File: config.mk
export PLATFORM = sky130hd
export DESIGN_NAME = video_irq_gen
export DESIGN_NICKNAME = d
export VERILOG_FILES = /design/src/rtl/video_pkg.sv /design/src/rtl/video_frame_div.sv /design/src/rtl/video_irq_gen.sv
export SDC_FILE = /design/constraint.sdc
export NUM_CORES = 1
export LEC_CHECK = 0
export BUFFER_PORTS_ARGS = -buffer_cell sky130_fd_sc_hd__buf_2
export CAP_MARGIN = 5
export CORE_MARGIN = 1.5
export CORE_UTILIZATION = 41
export DETAILED_ROUTE_END_ITERATION = 10
export PLACE_DENSITY = 0.73
export RECOVER_POWER = 100
export SLEW_MARGIN = 20
export SYNTH_ARGS = -nofsm -noshare
export SYNTH_HDL_FRONTEND = slang
export SYNTH_SLANG_ARGS = --single-unit
File: constraint.sdc
create_clock -name clk_vid -period 3.34 [get_ports clk_vid]
set_input_delay 0.334 -clock clk_vid [delete_from_list [all_inputs] [get_ports clk_vid]]
set_output_delay 0.334 -clock clk_vid [all_outputs]
set_load 0.005 [all_outputs]
File: src/rtl/video_pkg.sv
// Shared constants and types for the IIgs video interrupt generator.
package video_pkg;

  localparam int IRQ_VBL   = 32'd0;
  localparam int IRQ_QTR   = 32'd1;
  localparam int IRQ_SEC   = 32'd2;
  localparam int IRQ_SCAN  = 32'd3;
  localparam int IRQ_CMP0  = 32'd4;

  localparam int N_CMP_DEF = 32'd2;
  localparam int NSRC_DEF  = IRQ_CMP0 + N_CMP_DEF;

  typedef logic [NSRC_DEF-1:0] irq_vec_t;

endpackage

File: src/rtl/video_frame_div.sv
// Free-running VBL divider: wrap is asserted on the tick that completes DIV ticks.
module video_frame_div
  import video_pkg::*;
#(
  parameter int DIV = 32'd15
) (
  input  logic clk_vid,
  input  logic reset_n,
  input  logic tick,
  output logic wrap
);

  localparam int            CW   = (DIV > 32'd1) ? $clog2(DIV) : 32'd1;
  localparam logic [CW-1:0] LAST = CW'(DIV - 32'd1);

  logic [CW-1:0] cnt_r;

  assign wrap = tick & (cnt_r == LAST);

  // tick counter, returns to zero on the same edge that reports wrap
  always_ff @(posedge clk_vid or negedge reset_n) begin
    if (!reset_n) begin
      cnt_r <= '0;
    end else if (tick) begin
      cnt_r <= wrap ? '0 : cnt_r + CW'(1);
    end else begin
      cnt_r <= cnt_r;
    end
  end

endmodule

File: src/rtl/video_irq_gen.sv
// Multi-source video interrupt controller: VBL, frame-derived ticks, SCB line and raster compares,
// each with sticky status, enable and write-1-to-clear, plus the legacy VBL/scanline pulses.
module video_irq_gen
  import video_pkg::*;
#(
  parameter int H_BITS     = 32'd10,
  parameter int V_BITS     = 32'd9,
  parameter int VBL_LINE   = 32'd400,
  parameter int LINE_H     = 32'd0,
  parameter int SCAN_H     = 32'd640,
  parameter int QTR_FRAMES = 32'd15,
  parameter int SEC_FRAMES = 32'd60,
  parameter int N_CMP      = 32'd2,
  localparam int NSRC      = IRQ_CMP0 + N_CMP
) (
  input  logic                    clk_vid,
  input  logic                    reset_n,
  input  logic [H_BITS-1:0]       H,
  input  logic [V_BITS-1:0]       V,
  input  logic                    shrg_mode,
  input  logic                    scb_irq,
  input  logic [N_CMP*V_BITS-1:0] cmp_line,
  input  logic [NSRC-1:0]         irq_en,
  input  logic [NSRC-1:0]         irq_clr,
  output logic [NSRC-1:0]         irq_status,
  output logic                    irq,
  output logic                    vbl_irq,
  output logic                    scanline_irq,
  output logic                    in_vbl
);

  logic             hpos_line_r;
  logic             hpos_scan_r;
  logic             h_line_s;
  logic             h_scan_s;
  logic             line_start_s;
  logic             scan_pt_s;
  logic             vbl_s;
  logic             qtr_s;
  logic             sec_s;
  logic             scan_s;
  logic [N_CMP-1:0] cmp_s;
  logic [NSRC-1:0]  event_s;
  logic [NSRC-1:0]  status_r;
  logic             vbl_irq_r;
  logic             scanline_irq_r;
  logic             in_vbl_r;

  // Events fire on entry to a match so a stalled H (ce_pix low) cannot refire.
  assign h_line_s     = (H == H_BITS'(LINE_H));
  assign h_scan_s     = (H == H_BITS'(SCAN_H));
  assign line_start_s = h_line_s & ~hpos_line_r;
  assign scan_pt_s    = h_scan_s & ~hpos_scan_r;

  assign vbl_s  = line_start_s & (V == V_BITS'(VBL_LINE));
  assign scan_s = scan_pt_s & shrg_mode & scb_irq & (V < V_BITS'(VBL_LINE));

  video_frame_div #(.DIV(QTR_FRAMES)) u_qtr_div (
    .clk_vid (clk_vid),
    .reset_n (reset_n),
    .tick    (vbl_s),
    .wrap    (qtr_s)
  );

  video_frame_div #(.DIV(SEC_FRAMES)) u_sec_div (
    .clk_vid (clk_vid),
    .reset_n (reset_n),
    .tick    (vbl_s),
    .wrap    (sec_s)
  );

  for (genvar k = 0; k < N_CMP; k++) begin : g_cmp
    assign cmp_s[k] = line_start_s & (V == cmp_line[k*V_BITS +: V_BITS]);
  end

  // gather all sources into the status bit order
  always_comb begin
    event_s                   = '0;
    event_s[IRQ_VBL]          = vbl_s;
    event_s[IRQ_QTR]          = qtr_s;
    event_s[IRQ_SEC]          = sec_s;
    event_s[IRQ_SCAN]         = scan_s;
    event_s[IRQ_CMP0 +: N_CMP] = cmp_s;
  end

  // previous-cycle H match flags; start high so nothing fires straight out of reset
  always_ff @(posedge clk_vid or negedge reset_n) begin
    if (!reset_n) begin
      hpos_line_r <= 1'b1;
      hpos_scan_r <= 1'b1;
    end else begin
      hpos_line_r <= h_line_s;
      hpos_scan_r <= h_scan_s;
    end
  end

  // sticky status: a new event outranks a clear in the same cycle
  always_ff @(posedge clk_vid or negedge reset_n) begin
    if (!reset_n) begin
      status_r <= '0;
    end else begin
      status_r <= (status_r & ~irq_clr) | (event_s & irq_en);
    end
  end

  // legacy pulses and blanking level, independent of the enables
  always_ff @(posedge clk_vid or negedge reset_n) begin
    if (!reset_n) begin
      vbl_irq_r      <= 1'b0;
      scanline_irq_r <= 1'b0;
      in_vbl_r       <= 1'b0;
    end else begin
      vbl_irq_r      <= vbl_s;
      scanline_irq_r <= scan_s | (|cmp_s);
      in_vbl_r       <= (V >= V_BITS'(VBL_LINE));
    end
  end

  assign irq_status   = status_r;
  assign irq          = |(status_r & irq_en);
  assign vbl_irq      = vbl_irq_r;
  assign scanline_irq = scanline_irq_r;
  assign in_vbl       = in_vbl_r;

endmodule

* Word level (Yosys, flattened, before mapping) *
Index checks and enable logic that the tools add are counted.

cells by class
  add/subtract/negate cells = 2
  $lt $le $gt $ge = 2
  eq/ne operators = 6
  multiplexer cells = 2
  bitwise gates (word level) = 18
  reduce and logical (&&, ||, !) cells = 3

operator list
  kind                                                            count
  6-bit bitwise AND                                               3
  9-bit == test                                                   2
  1-bit bitwise AND                                               10
  10-bit == test (second input constant)                          1
  10-bit logical NOT                                              1
  9-bit == test (second input constant)                           1
  9-bit >= comparator (second input constant)                     1
  9-bit less-than comparator (second input constant)              1
  6-bit by 1-bit adder with 6-bit output (second input constant)  1
  6-bit == test (second input constant)                           1
  6-bit 2-to-1 mux                                                1
  6-bit inverter                                                  1
  6-bit bitwise OR                                                1
  6-bit OR reduction                                              1
  4-bit by 1-bit adder with 4-bit output (second input constant)  1
  4-bit == test (second input constant)                           1
  4-bit 2-to-1 mux                                                1
  1-bit inverter                                                  2
  2-bit OR reduction                                              1
  1-bit bitwise OR                                                1

word-level totals
  flip-flop bits (word level) = 21
  output and inout bits = 10
  logic and storage cells = 41

* Longest topological paths before layout *
  depth after elaboration = 7
  gate-level depth with buffers = 6
  depth with buffers taken out = 6

* By module *
From an unflattened synthesis, not the netlist that was laid out.

unflattened totals
  cell total of the unflattened synthesis = 129
  area total of the unflattened synthesis = 1217.4 µm²

by module, submodules not included
  module                       times used  cells an instance  area an instance (µm²)  seq. area each (µm²)
  video_irq_gen                1           74                 695.7                   277.8
  video_frame_div (u_sec_div)  1           31                 310.3                   150.1
  video_frame_div (u_qtr_div)  1           24                 211.5                   100.1

* Least setup slack after synthesis *
Ideal clock, no wire load.

  path type = input-to-reg
  from = in H[1]
  to = reg status_r[3] (netlist: irq_status[3])
  data arrival time = 1.411 ns
  data required time = 3.260 ns
  slack = 1.849 ns
  stages = 4
  path buffers = 0
  cell sequence = nor4_4 -> nand4_1 -> or4_4 -> o22ai_2

on the way
  longest elaborated chain between the ends = 7

RTL lines
  item                             RTL line              text
  from (decl)                      video_irq_gen.sv:18   input logic [H_BITS-1:0] H,
  10-bit == test                   video_irq_gen.sv:51   assign h_scan_s = (H == H_BITS'(SCAN_H));
  1-bit bitwise AND                video_irq_gen.sv:53   assign scan_pt_s = h_scan_s & ~hpos_scan_r;
  1-bit bitwise AND (3 in series)  video_irq_gen.sv:56   assign scan_s = scan_pt_s & shrg_mode & scb_irq & (V < V_BITS'(VBL_LINE));
  6-bit bitwise AND                video_irq_gen.sv:102  status_r <= (status_r & ~irq_clr) | (event_s & irq_en);
  6-bit bitwise OR                 video_irq_gen.sv:102
  to (signal assigned)             video_irq_gen.sv:102
  to (decl)                        video_irq_gen.sv:44   logic [NSRC-1:0] status_r;

Every way passes these cells.
A chain may end at the register's enable or synchronous reset.

* Worst setup path in the final report *
  from = in H[1]
  to = reg u_sec_div.cnt_r[2]

on the way
  longest elaborated chain between the ends = 5

RTL lines
  item                    RTL line               text
  10-bit logical NOT (*)  video_irq_gen.sv:50    assign h_line_s = (H == H_BITS'(LINE_H));
  1-bit bitwise AND (*)   video_irq_gen.sv:52    assign line_start_s = h_line_s & ~hpos_line_r;
  1-bit bitwise AND (*)   video_irq_gen.sv:55    assign vbl_s = line_start_s & (V == V_BITS'(VBL_LINE));
  1-bit bitwise AND       video_frame_div.sv:18  assign wrap = tick & (cnt_r == LAST);
  6-bit 2-to-1 mux        video_frame_div.sv:25  cnt_r <= wrap ? '0 : cnt_r + CW'(1);
  to (signal assigned)    video_frame_div.sv:25
  to (signal assigned)    video_frame_div.sv:27  cnt_r <= cnt_r;
  to (decl)               video_frame_div.sv:16  logic [CW-1:0] cnt_r;

Every way passes the cells marked *; elsewhere a longest branch is shown, timed or not.

==> summary.txt <==
Result of the run -> finished clean
Destination of the worst register-to-register timing path -> irq_status[0]
Row Count -> 20
Cell area after synthesis -> 1280 sq um
Cell depth of the worst min-delay path -> 2
Hold endpoint -> hpos_line_r
Count of max-cap constraint violations -> 0
Placement-stage worst setup slack -> 1.25 ns
Ant diodes -> 0
Final design utilization -> 53.9%
Vias in the first global route -> 1147
Die Height -> 59.0 microns
RSZ-0062 raised after global routing -> no
Setup crit end kind -> register
Number of buffers added by the clock tree synthesis step -> 3
Ratio of cells with drive above 1 in the final layout -> 31.8%
Global-route usage over all layers -> 17.4%
Placeable Area -> 3000 sq um
Total number of H-tree levels -> 1
Top-area cell type share of the netlist area -> 37.0%
Post-route standard cell area excluding fillers -> 1620 sq um
Prevailing post-synth register cell -> dfrtp_1
Dominant cell type by area after synthesis -> dfrtp_1
Nets -> 252
RePlAce Congestion -> 0.798
Final clock period utilization by the worst path -> 64.4%
Leading cell type in the layout, fill and taps excluded -> buf_2
Antenna Violating Nets Remaining -> 0
Largest cells by area after synthesis -> dfrtp_1 (37%), xor2_1 (12%), o31ai_1 (6.4%)
CTS tree -> done
Worst clock skew -> 0.00304 ns
Aggregate routed wire length -> 2910 microns
Achievable clock frequency -> 0.465 GHz
Critical path cell sequence -> buf_2, nor4_1, nand3_1, or2_0, o41ai_1
Maximum single-stage delay on the critical path -> 0.58 ns
Master of the slowest instance on the critical path -> or2_0
Initial Util -> 42.8%
Critical path buffer and inverter count -> 1
# IOs -> 63
DRT iter0 DRCs -> 17
Residual DRC -> 0
Leakage power -> 0.804 nW
Final count of pins violating max slew -> 0
Largest net degree at the start of global routing -> 22
Min-Delay Path Class -> input port to register
Cell at the root of the clock tree -> clkbuf_4
CTS Sinks -> 21
Number of filler cells placed in the layout -> 283
Sequential standard cell area -> 528 sq um
Startpoint of the lowest-slack register-to-register path -> hpos_line_r
Final setup vio count -> 0
Die ar. -> 3480 sq um
Mapped Avg Cell Area -> 9.81 sq um
Worst Reg-to-Reg Cells -> 5
CP Launch Type -> input port
Multi-input gate area -> 663 sq um
Portion of the post-synthesis area used by sequential elements -> 41.1%
Wire per inst -> 12.8 microns
Clock latency reported for the late side of the worst-skew pair -> 0.30 ns
Power per Cell Area -> 276 nW/um^2
Category of the most critical setup path -> input port to register
Cell family with most CP delay -> simple AND/OR/NAND/NOR gates
Number of flops mapped to enable cells by yosys -> 0
Critical-path maximum fanout -> 12
Synthesis-to-finish area growth -> 26.0%
Flop and latch count out of synthesis -> 21
Actual slew at the worst max-slew pin -> 1.12 ns
Via density per instance -> 5.37
Count of cells resized by post-cts repair -> 0
Total vias in the final route -> 1224
Fin Setup TNS -> 0 ns
Share of synthesized flip-flops with an asynchronous set or reset -> 100%
Most used cells in the layout excluding fill and tap cells -> buf_2 (54), dfrtp_1 (19), xor2_1 (18), inv_1 (13), o31ai_1 (11)
Post-Synthesis Cells -> 131
Clock period minus final worst setup slack -> 2.15 ns
Start point of the worst hold path -> H[9]
Count of different cell masters after synthesis -> 33
Chip width -> 59.0 microns
Slack of the worst reg-to-reg path -> 1.34 ns
Required time of the worst setup path -> 3.55 ns
Launching instance or port of the critical path -> H[1]
Global route overflow -> 0
Wire length of the first global-routing pass -> 4640 microns
Post-DP HPWL -> 2460 microns
Data arrival at the endpoint of the critical path -> 2.36 ns
Number of buffers between clock root and the deepest sink -> 2
Hold violation total from the final report -> 0
Quantity of I/O buffers inserted on ports -> 62
Worst ir drop on vdd -> 0.0989 mV
Worst max-slew margin expressed relative to the limit -> 25.5%
Placed Area -> 1620 sq um
Initial antenna violation count -> 0
Final setup slack of the worst path -> 1.19 ns
Drt pass-1 iters -> 4
Clock-pin slew on the worst setup and hold paths -> 0.12 ns
Nets in the synthesized netlist -> 187
Ys Warns -> 0
[state kept, by name, summed over array words and instances (netlist names)]
| name | count |
|---|---|
| vbl_irq | 1 |
| hpos_scan_r | 1 |
| in_vbl | 1 |
| u_qtr_div.cnt_r | 4 |
| scanline_irq | 1 |
| hpos_line_r | 1 |
| u_sec_div.cnt_r | 6 |
| irq_status | 6 |
[worst reg2reg max path: stages, from the launching register on]
cell and delay, ns:
dfstp_2 0.54, nor3_1 0.04, nand3_1 0.31, or2_0 0.61, inv_1 0.16, a22o_1 0.23
[how the worst max path moves through the flow]
stage / to / slack [ns] / cells past startpoint
after floorplan: irq_status[3] / 1.85 / 4
after global placement: u_sec_div.cnt_r[2] / 1.37 / 5
after detailed placement: u_sec_div.cnt_r[2] / 1.25 / 5
after CTS: u_sec_div.cnt_r[2] / 1.58 / 5
after global routing: u_sec_div.cnt_r[2] / 1.01 / 5
final: u_sec_div.cnt_r[2] / 1.19 / 5
[cell usage after synthesis, types with 2 or more instances]
cell       n
dfrtp_1   19
nand4_1    4
a22oi_1    3
nor4_1     4
nand2b_1   2
o22ai_1    4
o31ai_1   11
nor3_1     4
inv_1     13
nor2_1     4
nand3_1    5
and2_1     3
and3_1     3
o41ai_1    2
nand2_1    5
dfstp_2    2
o21ai_0    6
xor2_1    18
ha_1       3
clkbuf_1   2
nor4_4     2
[per-stage QoR]
step | hold slack (ns) | cells | total power [mW]
after floorplan | 0.0384 | 131 | 0.282
after global placement | 0.311 | 223 | 0.330
after detailed placement | 0.312 | 223 | 0.332
after CTS | 0.157 | 228 | 0.455
after global routing | 0.151 | 228 | 0.468
final | 0.163 | 228 | 0.448
[final cells by class]
class / count / area share [%]
timing repair buffer: 63 / 19.2
clock inverter: 1 / 0.309
multi-input combinational: 94 / 41.0
clock buffer: 3 / 1.39
tap: 33 / 2.55
inverter: 13 / 3.01
sequential: 21 / 32.6
[cells by family (layout without fill, tap and decap cells)]
logic type | after synthesis | in the layout | synth area share (%)
and+or+nand+nor | 41 | 41 | 20.7
xor gates and xnor gates | 18 | 18 | 12.3
buffers and inverters | 16 | 80 | 5.26
DFF | 21 | 21 | 41.1
AOI/OAI and AO/OA | 32 | 32 | 17.7
adders and majority gates | 3 | 3 | 2.92
[layer usage]
layer / GRT usage (%) / vias to the layer above / routed length [microns]
li1: - / 602 / -
met1: 19.8 / 555 / 1180
met2: 31.0 / 61 / 1450
met3: 4.15 / 6 / 238
met4: 7.47 / 0 / 42
met5: 0 / - / 0
[power breakdown]
group	internal (mW)	switching [mW]	total [mW]
Sequential	0.255	0.000190	0.255
Combinational	0.0353	0.0344	0.0697
Clock	0.0447	0.0780	0.123
[timing repair]
| item | 4_1_cts | 5_1_grt |
|---|---|---|
| hold buffers | 1 | 0 |
| hold endpoints to repair | 19 | 0 |
| setup buffers | 0 | 0 |
| endpoints found under the setup margin | 0 | 0 |
Power figures use the tool's default switching activity.
